`config.mk`:
```
export PLATFORM = sky130hd
export DESIGN_NAME = button_conditioner
export DESIGN_NICKNAME = d
export VERILOG_FILES = /design/src/rtl/button_conditioner.sv
export SDC_FILE = /design/constraint.sdc
export NUM_CORES = 1
export LEC_CHECK = 0
export ABC_AREA = 1
export CORE_MARGIN = 5
export CORE_UTILIZATION = 55
export CTS_BUF_LIST = sky130_fd_sc_hd__clkbuf_4
export CTS_CLUSTER_DIAMETER = 120
export DETAILED_ROUTE_END_ITERATION = 16
export MAX_ROUTING_LAYER = met4
export PLACE_DENSITY = 0.82
export SYNTH_ARGS = -nofsm -noshare
export SYNTH_HDL_FRONTEND = slang
export SYNTH_SLANG_ARGS = --single-unit
```
`constraint.sdc`:
```
create_clock -name clk -period 2.4 [get_ports clk]
set_clock_uncertainty 0.05 [all_clocks]
set_input_delay 0.48 -clock clk [delete_from_list [all_inputs] [get_ports clk]]
set_output_delay 0.48 -clock clk [all_outputs]
set_load 0.01 [all_outputs]
```
`src/rtl/button_conditioner.sv`:
```
// rtl/button_conditioner.sv - synchronise, debounce and pulse-generate the five board push-buttons
module button_conditioner #(
    parameter int         DEBOUNCE_CYCLES = 1_000_000,
    parameter int         REPEAT_DELAY    = 50_000_000,
    parameter int         REPEAT_PERIOD   = 10_000_000,
    parameter logic [4:0] REPEAT_MASK     = 5'b11110,
    parameter int         CNT_W           = 26
) (
    input  logic       clk,
    input  logic       reset,
    input  logic       btn_u_raw,
    input  logic       btn_d_raw,
    input  logic       btn_l_raw,
    input  logic       btn_r_raw,
    input  logic       btn_c_raw,
    output logic       B_U,
    output logic       B_D,
    output logic       B_L,
    output logic       B_R,
    output logic       B_C,
    output logic [4:0] btn_level
);
    localparam logic [1:0] ST_IDLE   = 2'd0;
    localparam logic [1:0] ST_DELAY  = 2'd1;
    localparam logic [1:0] ST_REPEAT = 2'd2;

    localparam logic [CNT_W-1:0] DB_LAST = CNT_W'(DEBOUNCE_CYCLES - 1);
    localparam logic [CNT_W-1:0] RD_LAST = CNT_W'(REPEAT_DELAY - 1);
    localparam logic [CNT_W-1:0] RP_LAST = CNT_W'(REPEAT_PERIOD - 1);
    localparam logic [CNT_W-1:0] CNT_ONE = CNT_W'(1);

    // Bit order everywhere is {U,D,L,R,C}
    logic [4:0] w_raw;
    logic [4:0] r_sync1;
    logic [4:0] r_sync2;
    logic [4:0] w_level;
    logic [4:0] w_pulse;

    assign w_raw = {btn_u_raw, btn_d_raw, btn_l_raw, btn_r_raw, btn_c_raw};

    // Two-flop synchroniser per raw pin, nothing between the stages
    always_ff @(posedge clk) begin
        if (reset) begin
            r_sync1 <= '0;
            r_sync2 <= '0;
        end else begin
            r_sync1 <= w_raw;
            r_sync2 <= r_sync1;
        end
    end

    for (genvar g = 0; g < 5; g++) begin : g_btn
        logic             r_stable;
        logic [CNT_W-1:0] r_db_cnt;
        logic             r_pulse;
        logic             w_flip;
        logic             w_rise;
        logic             w_rep_fire;

        // Level flips on the DEBOUNCE_CYCLES-th consecutive differing sample
        assign w_flip = (r_sync2[g] != r_stable) && (r_db_cnt == DB_LAST);
        assign w_rise = w_flip && r_sync2[g];

        // Debounce: count consecutive samples that differ from the stable level
        always_ff @(posedge clk) begin
            if (reset) begin
                r_stable <= 1'b0;
                r_db_cnt <= '0;
            end else if (r_sync2[g] == r_stable) begin
                r_db_cnt <= '0;
            end else if (w_flip) begin
                r_stable <= r_sync2[g];
                r_db_cnt <= '0;
            end else begin
                r_db_cnt <= r_db_cnt + CNT_ONE;
            end
        end

        if (REPEAT_MASK[g]) begin : g_rep
            logic [1:0]       r_state;
            logic [CNT_W-1:0] r_rcnt;

            // Repeat tick is decided from the current state so it can be
            // registered in the same pulse flop as the press edge
            assign w_rep_fire = r_stable &&
                                (((r_state == ST_DELAY)  && (r_rcnt == RD_LAST)) ||
                                 ((r_state == ST_REPEAT) && (r_rcnt == RP_LAST)));

            // Auto-repeat FSM: a fresh press always restarts the delay phase
            always_ff @(posedge clk) begin
                if (reset) begin
                    r_state <= ST_IDLE;
                    r_rcnt  <= '0;
                end else if (w_rise) begin
                    r_state <= ST_DELAY;
                    r_rcnt  <= '0;
                end else begin
                    case (r_state)
                        ST_DELAY, ST_REPEAT: begin
                            if (!r_stable) begin
                                r_state <= ST_IDLE;
                                r_rcnt  <= '0;
                            end else if (w_rep_fire) begin
                                r_state <= ST_REPEAT;
                                r_rcnt  <= '0;
                            end else begin
                                r_rcnt <= r_rcnt + CNT_ONE;
                            end
                        end
                        default: begin
                            r_state <= ST_IDLE;
                            r_rcnt  <= '0;
                        end
                    endcase
                end
            end
        end else begin : g_norep
            assign w_rep_fire = 1'b0;
        end

        // Output pulse register: press edge or repeat tick, never on release
        always_ff @(posedge clk) begin
            if (reset) begin
                r_pulse <= 1'b0;
            end else begin
                r_pulse <= w_rise | w_rep_fire;
            end
        end

        assign w_level[g] = r_stable;
        assign w_pulse[g] = r_pulse;
    end

    assign btn_level = w_level;
    assign B_U       = w_pulse[4];
    assign B_D       = w_pulse[3];
    assign B_L       = w_pulse[2];
    assign B_R       = w_pulse[1];
    assign B_C       = w_pulse[0];

endmodule

```
==> reports/qor.yml, run 1 <==
yosys:
  synth_seq_cells: 262
  async_flop_share: 0
  synthesis.area_sq_mm: 0.0138
  synth_common_cells: "471 x nand2_1, 405 x nor2_1, 262 x dfxtp_1"
  yosysMostFrequentCell: "nand2_1"
  synth_edf_count: 0
  synth.distinct_cells: 35
  yosys_warnings: 0
  syn_nets: 2055
  synthTopCellsByArea: "dfxtp_1 38%, nand2_1 13%, nor2_1 11%"
  synth_ff_type: "dfxtp_1"
  yosys.area.top_type: "dfxtp_1"
  seq_area_frac_synth: 0.381
  syn_avg_cell_area_sq_um: 6.78
  yosysTopAreaCellShare: 0.381
  netlist_instances: 2031
pwr:
  p_int_mw: 6.41
  pwr-share-seq: 0.528
  fin_total_pwr_mw: 8.26
  p_comb_frac: 0.008
  p_sw_frac: 0.224
  irDropWorstVdd_uv: 365
  switchingPower_mw: 1.85
  clkPwrFrac: 0.463
  p_per_area_mw_per_mm2: 552
  p_leak_nw: 4.75
clock_tree:
  clkSinkCount: 262
  insertion_delay_ns: 0.68
  holdBufCountCts: 0
  post_cts_buffers: 0
  path_clk_slew_ns: 0.07
  numCtsBuffers: 69
  cts_root_buf: "clkbuf_4"
  cts.path.max_buffers: 3
  htreeDepth: 3
  cts_tree: "yes"
  cts_resized: 0
critical_path:
  cpPeakStageDelay_ns: 0.60
  critPathTopFamily: "buffers and inverters"
  crit_type: "reg -> out"
  crit_chain: "clkdlybuf4s50_1"
  cp_slowest_cell: "clkdlybuf4s50_1"
  cp_data_arrival_time_ns: 1.76
  crit_path_max_fanout: 5
  cp.required_ns: 1.87
  cp_num_buf_inv: 1
  critPathLaunchType: "register"
  cp-end-kind: "primary output"
timing:
  hold_viol_final: 0
  min_period_over_period: 0.953
  max-slew-margin-rel: 0.638
  clock.fmax_mhz: 437
  worstMarginPinSlew_ns: 0.543
  slew_violations: 0
  fin_setup_tns_ns: 0
  fin_crit_ns: 2.29
  setup_viol: 0
  rsz0062_at_grt: "no"
placed_design:
  placed_cell_area_sq_mm: 0.0141
  io_buffers: 16
  place.gp.congestion: 0.948
  hpwl_microns: 21500
grt:
  grt_use_total: 0.214
  antenna_found_initial: 1
  overflow: 0
  grt_max_degree: 27
  grt_pass1_vias: 12200
  grt_pass1_wl_microns: 51700
routing:
  num_vias: 12700
  drtPass1Iterations: 6
  ant_nets: 0
  drc: 0
  vias_per_cell: 5.16
  drt_iter0_markers: 1086
  wl_per_cell_microns: 12.0
  wl_microns: 29700
cells_and_area:
  fill_cells: 2283
  nNetsFinal: 2119
  multi_input_area_sq_mm: 0.00728
  drive_gt1_frac: 0.0899
  seq_area_sq_mm: 0.00525
  area_delta_synth_final_pct: 8.75
  design_area_sq_mm: 0.0150
die:
  coreArea_sq_mm: 0.0245
  rows: 57
  die-area_sq_mm: 0.0283
  fp.dieW_microns: 168
  die_h_microns: 168
  initial_utilization: 0.563
  io_pins: 17
outcome:
  outcome: "finished clean"
hold_path:
  hold_path_class: "in -> reg"
job:
  maxCapViolCount: 0
## flip-flops by register name, summed over array words and instances, names as in the netlist
signal	count
r_sync1	5
g_btn.g_rep.r_state	8
g_btn.g_rep.r_rcnt	104
r_sync2	5
g_btn.r_stable	5
B_U	1
B_D	1
g_btn.r_db_cnt	130
B_C	1
B_R	1
B_L	1
## through the flow
stage / worst slack, ns / utilization / instances / hold WS [ns]
floorplan: 0.781 / - / 2031 / 0.338
global placement: 0.0954 / 0.576 / 2348 / 0.342
detailed placement: 0.0539 / 0.576 / 2348 / 0.346
CTS: 0.0360 / 0.612 / 2470 / 0.269
global route: 0.0375 / 0.612 / 2471 / 0.299
finish: 0.113 / 0.612 / 2471 / 0.321
## cells in the final DEF, fill, tap and decap left out, types with 7 or more instances in the layout
cell type | Yosys | layout
xor2_1 | 74 | 74
nor2_2 | 13 | 13
nand2_1 | 471 | 471
nand3_2 | 11 | 11
o21ai_0 | 13 | 13
ha_1 | 17 | 17
nand3_1 | 119 | 119
or2_0 | 7 | 7
clkdlybuf4s50_1 | 0 | 16
xnor2_1 | 35 | 35
nor3_1 | 77 | 77
or2_2 | 14 | 14
nor2_4 | 12 | 12
nand4_1 | 62 | 62
clkbuf_4 | 0 | 100
nor3b_1 | 10 | 10
clkinv_1 | 0 | 15
nand2_2 | 13 | 13
dfxtp_1 | 262 | 262
inv_2 | 6 | 9
nor2_1 | 405 | 405
inv_1 | 251 | 251
a21oi_1 | 107 | 107
## kinds of logic (layout without fill, tap and decap cells)
group           count (synthesis)  count (layout)  share of synthesized area
other cells                     0               1                          0
buf+inv                       286             401                     0.0898
fa+ha+maj                      17              17                     0.0155
compound gates                121             121                     0.0442
flops                         262             262                      0.381
xor+xnor                      109             109                     0.0694
simple gates                 1236            1236                      0.400
## metal layers
metal / global-route usage / part of all wire / vias up
met3: 0.0373 / 0.042 / 98
met4: 0.0903 / 0.032 / 0
met5: - / 0 / -
li1: - / - / 6587
met1: 0.261 / 0.46 / 5752
met2: 0.351 / 0.47 / 304
## power groups by stage
| stage | Clock, mW | Sequential (mW) | Combinational, mW |
|---|---|---|---|
| after floorplan | 0 | 4.46 | 0.0504 |
| after global placement | 0 | 4.46 | 0.0689 |
| after detailed placement | 0 | 4.46 | 0.0705 |
| after CTS | 3.96 | 4.36 | 0.0711 |
| after global routing | 4.18 | 4.36 | 0.0783 |
| final | 3.83 | 4.36 | 0.0700 |
## cell type report
cell class | instances | share of cell area
Antenna cell | 1 | 0.000167
Clock buffer | 100 | 0.0502
Clock inverter | 22 | 0.00752
Multi-Input combinational cell | 1483 | 0.486
Sequential cell | 262 | 0.350
Tap cell | 324 | 0.0271
Timing Repair Buffer | 22 | 0.0137
Inverter | 257 | 0.0644
## worst register-to-register path: stages (launching register included)
cell and delay (ns):
dfxtp_1 0.37, ha_1 0.24, nand2_2 0.09, nor2_4 0.23, nand2_2 0.13, nor2_2 0.16, nand3_2 0.14, nand3_2 0.40
a21oi_1 0.10
## path summary, 6_finish.rpt
check,startpoint,to,depth (start not counted),slack [ns]
hold reg to reg,r_sync1[4],r_sync2[4],2,0.36
setup reg to reg,g_btn[3].r_db_cnt[0],g_btn[3].r_db_cnt[17],8,0.37
setup / recovery,g_btn[2].r_stable,btn_level[2],1,0.11
hold / removal,btn_u_raw,r_sync1[4],3,0.32
Power figures use the tool's default switching activity.
==> run 2, diff against run 1 <==
CTS_CLUSTER_DIAMETER = not set   (was 120)
MAX_ROUTING_LAYER = not set   (was met4)
==> run 2 against run 1 <==
Effect of this change:
- cell count is essentially flat
- sequential power is essentially flat
- design area grew 0.52%
- global-route usage shrank 0.61 points
- register-to-register slack lost 0.02 ns
- sequential share of layout area shrank 0.18 points
- clock-buffer cell count grew 4
- flip-flop and latch count is the same
- die area is the same
- via count shrank 0.38%
- wire length shrank 0.97%
- critical path depth is the same
- critical path type unchanged
==> reports/qor.yml, run 2 (same netlist as run 1, synthesis figures left out) <==
outcome:
  outcome: "finished clean"
placed_design:
  hpwl_microns: 21500  # -0.17%
  dp_slack_ns: -0.0633  # -0.117 ns
  placed_cell_area_sq_mm: 0.0141  # unchanged
  io_buffers: 16  # unchanged
  place.gp.congestion: 0.930  # -1.9%
  dp_cells: 2348  # unchanged
pwr:
  irDropWorstVdd_uv: 405  # +11%
  fin_total_pwr_mw: 8.54  # +3.5%
  p_per_area_mw_per_mm2: 568  # +2.9%
  p_leak_nw: 4.78  # +0.69%
routing:
  num_vias: 12700  # -0.38%
  drc: 0  # unchanged
  drtPass1Iterations: 6  # unchanged
  drt_iter0_markers: 975  # -10%
  wl_microns: 29400  # -0.97%
  wl_per_cell_microns: 11.9  # -1.0%
  ant_nets: 0  # unchanged
  vias_per_cell: 5.13  # -0.47%
critical_path:
  cp_data_arrival_time_ns: 1.74  # -0.02 ns
  cpPeakStageDelay_ns: 0.61  # about the same
  crit_chain: "clkdlybuf4s50_1"
  crit_path_max_fanout: 5  # unchanged
  cp-end-kind: "primary output"
  cp_slowest_cell: "clkdlybuf4s50_1"
  cp_num_buf_inv: 1  # unchanged
  cp.required_ns: 1.87  # about the same
  crit_type: "reg -> out"
  critPathLaunchType: "register"
  critPathTopFamily: "buffers and inverters"
timing:
  clock.fmax_mhz: 441  # +0.99%
  min_period_over_period: 0.944  # -0.00932
  hold_viol_final: 0  # unchanged
  slew_violations: 0  # unchanged
  worst_slack_ns: 0.135  # +0.0224 ns
  fin_hold_ws_ns: 0.277  # -0.0443 ns
  worstMarginPinSlew_ns: 0.534  # -0.00930 ns
  fin_setup_tns_ns: 0  # unchanged
  setup_viol: 0  # unchanged
  fin_crit_ns: 2.27  # -0.0224 ns
  max-slew-margin-rel: 0.644  # +0.00621
  rsz0062_at_grt: "no"
hold_path:
  hold_path_class: "in -> reg"
grt:
  grt_pass1_vias: 12000  # -1.4%
  overflow: 0  # unchanged
  grt_use_total: 0.208  # -0.00609
  antenna_found_initial: 1  # unchanged
  grt_pass1_wl_microns: 51700  # about the same
  grt_max_degree: 27  # unchanged
clock_tree:
  post_cts_buffers: 0  # unchanged
  holdBufCountCts: 0  # unchanged
  cts_root_buf: "clkbuf_4"
  path_clk_slew_ns: 0.06  # about the same
  clkSinkCount: 262  # unchanged
  cts_tree: "yes"
  cts_resized: 0  # unchanged
  cts.path.max_buffers: 3  # unchanged
  insertion_delay_ns: 0.68  # about the same
  numCtsBuffers: 72  # +4.3%
  htreeDepth: 3  # unchanged
die:
  die_h_microns: 168  # unchanged
  io_pins: 17  # unchanged
  initial_utilization: 0.563  # unchanged
  fp.dieW_microns: 168  # unchanged
  die-area_sq_mm: 0.0283  # unchanged
  coreArea_sq_mm: 0.0245  # unchanged
  rows: 57  # unchanged
cells_and_area:
  largest_register_ffs: 130  # unchanged
  final_common_cell: "nand2_1"
  drive_gt1_frac: 0.0922  # +0.00229
  area_delta_synth_final_pct: 9.32
  fin_util: 0.615  # +0.00317
  largestRegisters: "g_btn.r_db_cnt (130), g_btn.g_rep.r_rcnt (104), g_btn.g_rep.r_state (8)"
  layout_common_cells: "471 x nand2_1, 405 x nor2_1, 262 x dfxtp_1, 251 x inv_1, 119 x nand3_1"
  design_area_sq_mm: 0.0150  # +0.52%
  stdcell_count: 2473  # +0.081%
  nNetsFinal: 2122  # +0.14%
  regMostFlops: "g_btn.r_db_cnt"
job:
  maxCapViolCount: 0  # unchanged
## run 2: cell count changes in the layout (fill, tap and decap cells not counted)
cell,previous run,this run
inv_2,9,7
clkinvlp_4,0,1
bufinv_16,1,3
clkbuf_4,100,104
diode_2,1,2
clkinv_1,15,11
## run 2: where the power goes
| group | internal, mW | switching (mW) |
|---|---|---|
| clock network | 2.31 | 1.80 |
| logic | 0.0227 | 0.0452 |
| registers | 4.36 | 0.00589 |
## run 2: path summary, 6_finish.rpt
kind | slack (ns) | startpoint | endpoint | cells past startpoint
max | 0.13 | g_btn[2].r_stable | btn_level[2] | 1
min | 0.28 | btn_u_raw | r_sync1[4] | 3
max reg2reg | 0.35 | g_btn[3].r_db_cnt[0] | g_btn[3].r_db_cnt[16] | 8
min reg2reg | 0.35 | r_sync1[4] | r_sync2[4] | 2
## run 2: metal layers
| layer | track usage | part of all wire | up-vias |
|---|---|---|---|
| li1 | - | - | 6575 |
| met1 | 0.263 | 0.45 | 5727 |
| met2 | 0.346 | 0.47 | 311 |
| met3 | 0.0396 | 0.045 | 79 |
| met4 | 0.0914 | 0.030 | 0 |
| met5 | 0 | 0 | - |
## run 2: final cells by class
class                   instances  area, sq um
fillers                      2230         9420
multi-input cells            1483         7280
flip-flops and latches        262         5250
inverters                     257          965
clock buffers                 104          781
well taps                     324          405
repair buffers                 22          205
clock inverters                19          158
diodes                          2         5.00
==> variant 1, RTL diff (config.mk and constraints of run 2) <==
Reset style: asynchronous (`reset`), changed in 4 clocked blocks.
--- a/src/rtl/button_conditioner.sv
+++ b/src/rtl/button_conditioner.sv
@@ -41,3 +41,3 @@
     // Two-flop synchroniser per raw pin, nothing between the stages
-    always_ff @(posedge clk) begin
+    always_ff @(posedge clk or posedge reset) begin
         if (reset) begin
@@ -64,3 +64,3 @@
         // Debounce: count consecutive samples that differ from the stable level
-        always_ff @(posedge clk) begin
+        always_ff @(posedge clk or posedge reset) begin
             if (reset) begin
@@ -89,3 +89,3 @@
             // Auto-repeat FSM: a fresh press always restarts the delay phase
-            always_ff @(posedge clk) begin
+            always_ff @(posedge clk or posedge reset) begin
                 if (reset) begin
@@ -121,3 +121,3 @@
         // Output pulse register: press edge or repeat tick, never on release
-        always_ff @(posedge clk) begin
+        always_ff @(posedge clk or posedge reset) begin
             if (reset) begin
Formal check against the unedited RTL: no difference found for any inputs over 4 cycles, from zero or initial values and one cycle with reset high; that may be too few to reach the edited logic, so the function may still have changed.
==> variant 1 against run 2 <==
  * Worst setup slack got worse by 0.0033 ns
  * Final area increased by 13%
  * Largest cell class unchanged
  * Routed wire length increased by 19%
  * Non-clock buffer count increased by 9
  * Synthesized area increased by 12%
  * Sequential cell count unchanged
  * First-iteration DRC count increased by 21%
  * Critical path type unchanged
  * Global-route usage increased by 2.0 points
Power is not compared: it rests on default switching activity, and its combinational part moved more than twofold at a synthesized area within 25%.
==> variant 1: results (changes against run 2) <==
* DP HPWL at 25.5 mm (+18%)
* Main area contributors after synthesis: dfrtp_1 (43%), nand2_1 (15%), nor2_1 (14%)
* Ys flop type: dfrtp_1
* Layout cells sized above 1 at 8.41% (-0.81 points)
* Distinct cell type count after synthesis at 40 (+14%)
* DP Cell Count at 2605 (+11%)
* Syn Nets at 2239 (+9.0%)
* Top post-synthesis cells by count: nand2_1 (604), nor2_1 (582), dfrtp_1 (262), inv_1 (244), nand3_1 (178)
* Vias per std cell at 5.17 (+0.79%)
* FFs w/ async S/R, synth at 100% (+100 points)
* First-pass GRT wire length at 60.8 mm (+18%)
* Initial antenna violation count at 2 (+1)
* Sequential area share after synthesis at 42.6% (+4.4 points)
* Initial drt markers at 1182 (+21%)
* Largest net degree at the start of global routing at 57 (+110%)
* DR WL/cell at 12.8 um (+7.3%)
* Fillers at 2574 (+15%)
* Gr usage total at 22.8% (+2.0 points)
* Layout net count at 2326 (+9.6%)
* Dpl ws at 0.390 ns (+0.454 ns)
* Syn_area_per_cell at 6.96 sq um (+2.6%)
* Hold WC Path Type: in -> async
* GPL Wtd Cong at 0.954 (+2.6%)
* Drt total wl at 34.9 mm (+19%)
* Worst slew margin at 45.7% (-19 points)
* Outcome: complete, no violations
* Vias in the first global route at 13.7k (+14%)
-- variant 1: cell count changes in the layout (fill, tap and decap cells not counted), sizes merged, moves of 15 or more --
| cell | change |
|---|---|
| nand2 | +130 |
| o21bai | +16 |
| nand3 | +58 |
| dfrtp | +262 |
| nand4 | -31 |
| nor2 | +186 |
| a21oi | -84 |
| xor2 | -15 |
| nor3 | -44 |
| xnor2 | -15 |
| or2 | -20 |
| dfxtp | -262 |
| clkinv | +15 |
-- variant 1: per-layer routing --
layer | vias up | track usage, % | wire length (um)
met5 | - | 0 | 0
met4 | 0 | 8.12 | 979
met3 | 81 | 4.71 | 1980
met2 | 410 | 38.7 | 16700
met1 | 6517 | 29.2 | 15200
li1 | 7134 | - | -
-- variant 1: report_power, final --
group | switching [mW] | leakage, nW | internal, mW
Sequential | 0.0302 | 3.63 | 4.45
Combinational | 0.157 | 3.29 | 0.0551
Clock | 1.88 | 0.523 | 1.87
-- variant 1: area by class of cell --
| class | count | area (sq um) | share of cell area (%) |
|---|---|---|---|
| Clock inverter | 32 | 135 | 0.798 |
| Multi-Input combinational cell | 1685 | 7800 | 46.1 |
| Antenna cell | 2 | 5.00 | 0.0296 |
| Inverter | 249 | 938 | 5.54 |
| Timing Repair Buffer | 31 | 313 | 1.85 |
| Tap cell | 378 | 473 | 2.79 |
| Sequential cell | 262 | 6560 | 38.7 |
| Clock buffer | 95 | 713 | 4.21 |
-- variant 1: through the flow --
stage          TNS (ns)  utilization [%]  hold slack (ns)  instance area (sq um)  power (mW)
2_1_floorplan   -415.41                -            0.281                  15400        4.69
3_3_place_gp          0             58.0            0.283                  16100        4.77
3_5_place_dp          0             58.0            0.285                  16100        4.78
4_1_cts               0             61.1           0.0139                  16900        8.61
5_1_grt               0             61.1          0.00449                  16900        8.91
6_report              0             61.1           0.0519                  16900        8.44
-- variant 1: path summary, 6_finish.rpt --
check | start | endpoint | slack [ns] | depth (start not counted)
min | reset | g_btn[1].g_rep.r_rcnt[0] | 0.05 | 2
max reg2reg | g_btn[2].r_db_cnt[0] | g_btn[2].r_db_cnt[3] | 0.35 | 8
max | g_btn[3].r_stable | btn_level[3] | 0.13 | 1
min in group clk | btn_u_raw | r_sync1[4] | 0.18 | 1
max in group asynchronous | reset | g_btn[4].g_rep.r_rcnt[20] | 1.45 | 3
min reg2reg | r_sync1[0] | r_sync2[0] | 0.30 | 0
-- variant 1: kinds of logic (layout without fill, tap and decap cells) --
group	count (synthesis)	in the layout	synth area share [%]
xor gates and xnor gates	79	79	4.54
DFF	262	262	42.6
buffers and inverters	268	407	6.82
other	0	2	0
AOI/OAI and AO/OA	78	78	3.09
adders and majority gates	17	17	1.38
and+or+nand+nor	1511	1511	41.6
==> variant 2, RTL diff (flow settings as in run 2) <==
Without the edit above. Change the parameter `REPEAT_PERIOD` from 10_000_000 to 8_388_608.
--- a/src/rtl/button_conditioner.sv
+++ b/src/rtl/button_conditioner.sv
@@ -4,3 +4,3 @@
     parameter int         REPEAT_DELAY    = 50_000_000,
-    parameter int         REPEAT_PERIOD   = 10_000_000,
+    parameter int         REPEAT_PERIOD   = 8_388_608,
     parameter logic [4:0] REPEAT_MASK     = 5'b11110,
Check against the original RTL: same outputs for any inputs over 4 cycles, from zero or initial values and one cycle with reset high; that may be too few to reach the edited logic, so the function may still have changed.
==> variant 2 against run 2 <==
  * Via count rose by 2.8%
  * Routed wire length rose by 3.2%
  * Die area rose by 2.4%
  * Total power fell by 3.7%
  * Register-to-register slack improved by 0.13 ns
  * Sequential cell count did not move
  * Worst setup slack improved by 0.023 ns
  * Final area rose by 2.0%
  * Synthesized area rose by 2.5%
  * Hold slack improved by 0.024 ns
  * Critical endpoint unchanged
  * Largest power group unchanged
  * Highest routed layer unchanged
==> variant 2: results (changes against run 2) <==
* Outcome: complete, no violations
* Syn_area_per_cell at 6.63 sq um (-2.2%)
* Top post-synthesis cells by count: nand2_1 (568), nor2_1 (443), inv_1 (269), dfxtp_1 (262), nand3_1 (109)
* Syn Nets at 2154 (+4.8%)
* Critical Path AT at 1.71 ns (-0.03 ns)
* Gr usage total at 21.1% (+0.25 points)
* GRT Residual Overflow at 0 (unchanged)
* Clock slew at reported path FFs at 0.06 ns (about the same)
* Layout cells sized above 1 at 8.05% (-1.2 points)
* Vias per std cell at 5.06 (-1.4%)
* Initial drt markers at 922 (-5.4%)
* Post-cts sizing count at 0 (unchanged)
* Vias in the first global route at 12.4k (+3.5%)
* Area post-placement at 0.0145 sq mm (+2.8%)
* Static Leakage at 5.08 nW (+6.3%)
* Drt total wl at 30.4 mm (+3.2%)
* Dpl ws at -0.0114 ns (+0.0519 ns)
* Biggest regs: g_btn.r_db_cnt (130), g_btn.g_rep.r_rcnt (104), g_btn.g_rep.r_state (8)
* R2R Path End: g_btn[3].r_db_cnt[15]
* Crit path max fanout at 5 (unchanged)
* Largest net degree at the start of global routing at 27 (unchanged)
* Num CTS Buffers at 72 (unchanged)
* Worst-margin pin slew at 0.542 ns (+0.00803 ns)
* Port Buf Inserts at 16 (unchanged)
* DP Cell Count at 2456 (+4.6%)
* DR WL/cell at 11.8 um (-1.1%)
* Worst reg2reg path startpoint: g_btn[3].r_db_cnt[0]
* Main area contributors after synthesis: dfxtp_1 (37%), nand2_1 (15%), nor2_1 (12%)
* Min setup slack post-route at 0.158 ns (+0.0229 ns)
* Worst reg2reg setup slack at 0.48 ns (+0.13 ns)
* Distinct cell type count after synthesis at 40 (+14%)
* Initial antenna violation count at 1 (unchanged)
* Sequential area share after synthesis at 37.2% (-0.95 points)
* First-pass GRT wire length at 52.8 mm (+2.2%)
* Worst R2R Path Depth at 8 (unchanged)
* Worst vdd ir at 433 uV (+7.0%)
* DP HPWL at 22.3 mm (+3.6%)
* GPL Wtd Cong at 0.971 (+4.4%)
* DRT Pass-1 Iters at 5 (-1)
* Clock Path Buffers at 3 (unchanged)
variant 2: cell families (layout without fill, tap and decap cells):
kind of cell               count (synthesis)  in the layout  share of synthesized area [%]
buffers and inverters                    296            415                           8.92
DFF                                      262            262                           37.2
adders and majority gates                 17             17                           1.51
AOI/OAI and AO/OA                        103            103                           3.69
xor gates and xnor gates                 103            103                           6.39
and+or+nand+nor                         1349           1349                           42.3
other                                      0              1                              0
variant 2: worst min-delay path by stage:
stage                 endpoint  cells after the start  slack [ns]  startpoint
finish              r_sync1[3]                      3        0.30   btn_d_raw
global route        r_sync1[3]                      3        0.27   btn_d_raw
CTS                 r_sync1[3]                      3        0.27   btn_d_raw
detailed placement  r_sync2[1]                      2        0.35  r_sync1[1]
global placement    r_sync2[1]                      2        0.34  r_sync1[1]
floorplan           r_sync2[0]                      2        0.34  r_sync1[0]
variant 2: where the power goes:
part           internal [mW]  leakage (nW)  switching, mW  total [mW]
clock                   1.92         0.511           1.88        3.80
combinational         0.0243          2.46         0.0456      0.0699
sequential              4.36          2.11        0.00756        4.36
variant 2: metal layers:
| layer | vias to the layer above | track usage (%) | part of all wire (%) |
|---|---|---|---|
| met5 | - | 0 | 0 |
| met4 | 0 | 8.47 | 2.9 |
| met3 | 83 | 3.95 | 4.7 |
| met2 | 286 | 36.7 | 48 |
| met1 | 5848 | 25.6 | 45 |
| li1 | 6834 | - | - |
variant 2: area by class of cell:
type                            instances  area (sq um)
Multi-Input combinational cell       1572          7610
Inverter                              270          1010
Antenna cell                            1          2.50
Clock buffer                           92           691
Timing Repair Buffer                   22           218
Clock inverter                         31           153
Fill cell                            2370          9910
Tap cell                              330           413
Sequential cell                       262          5250
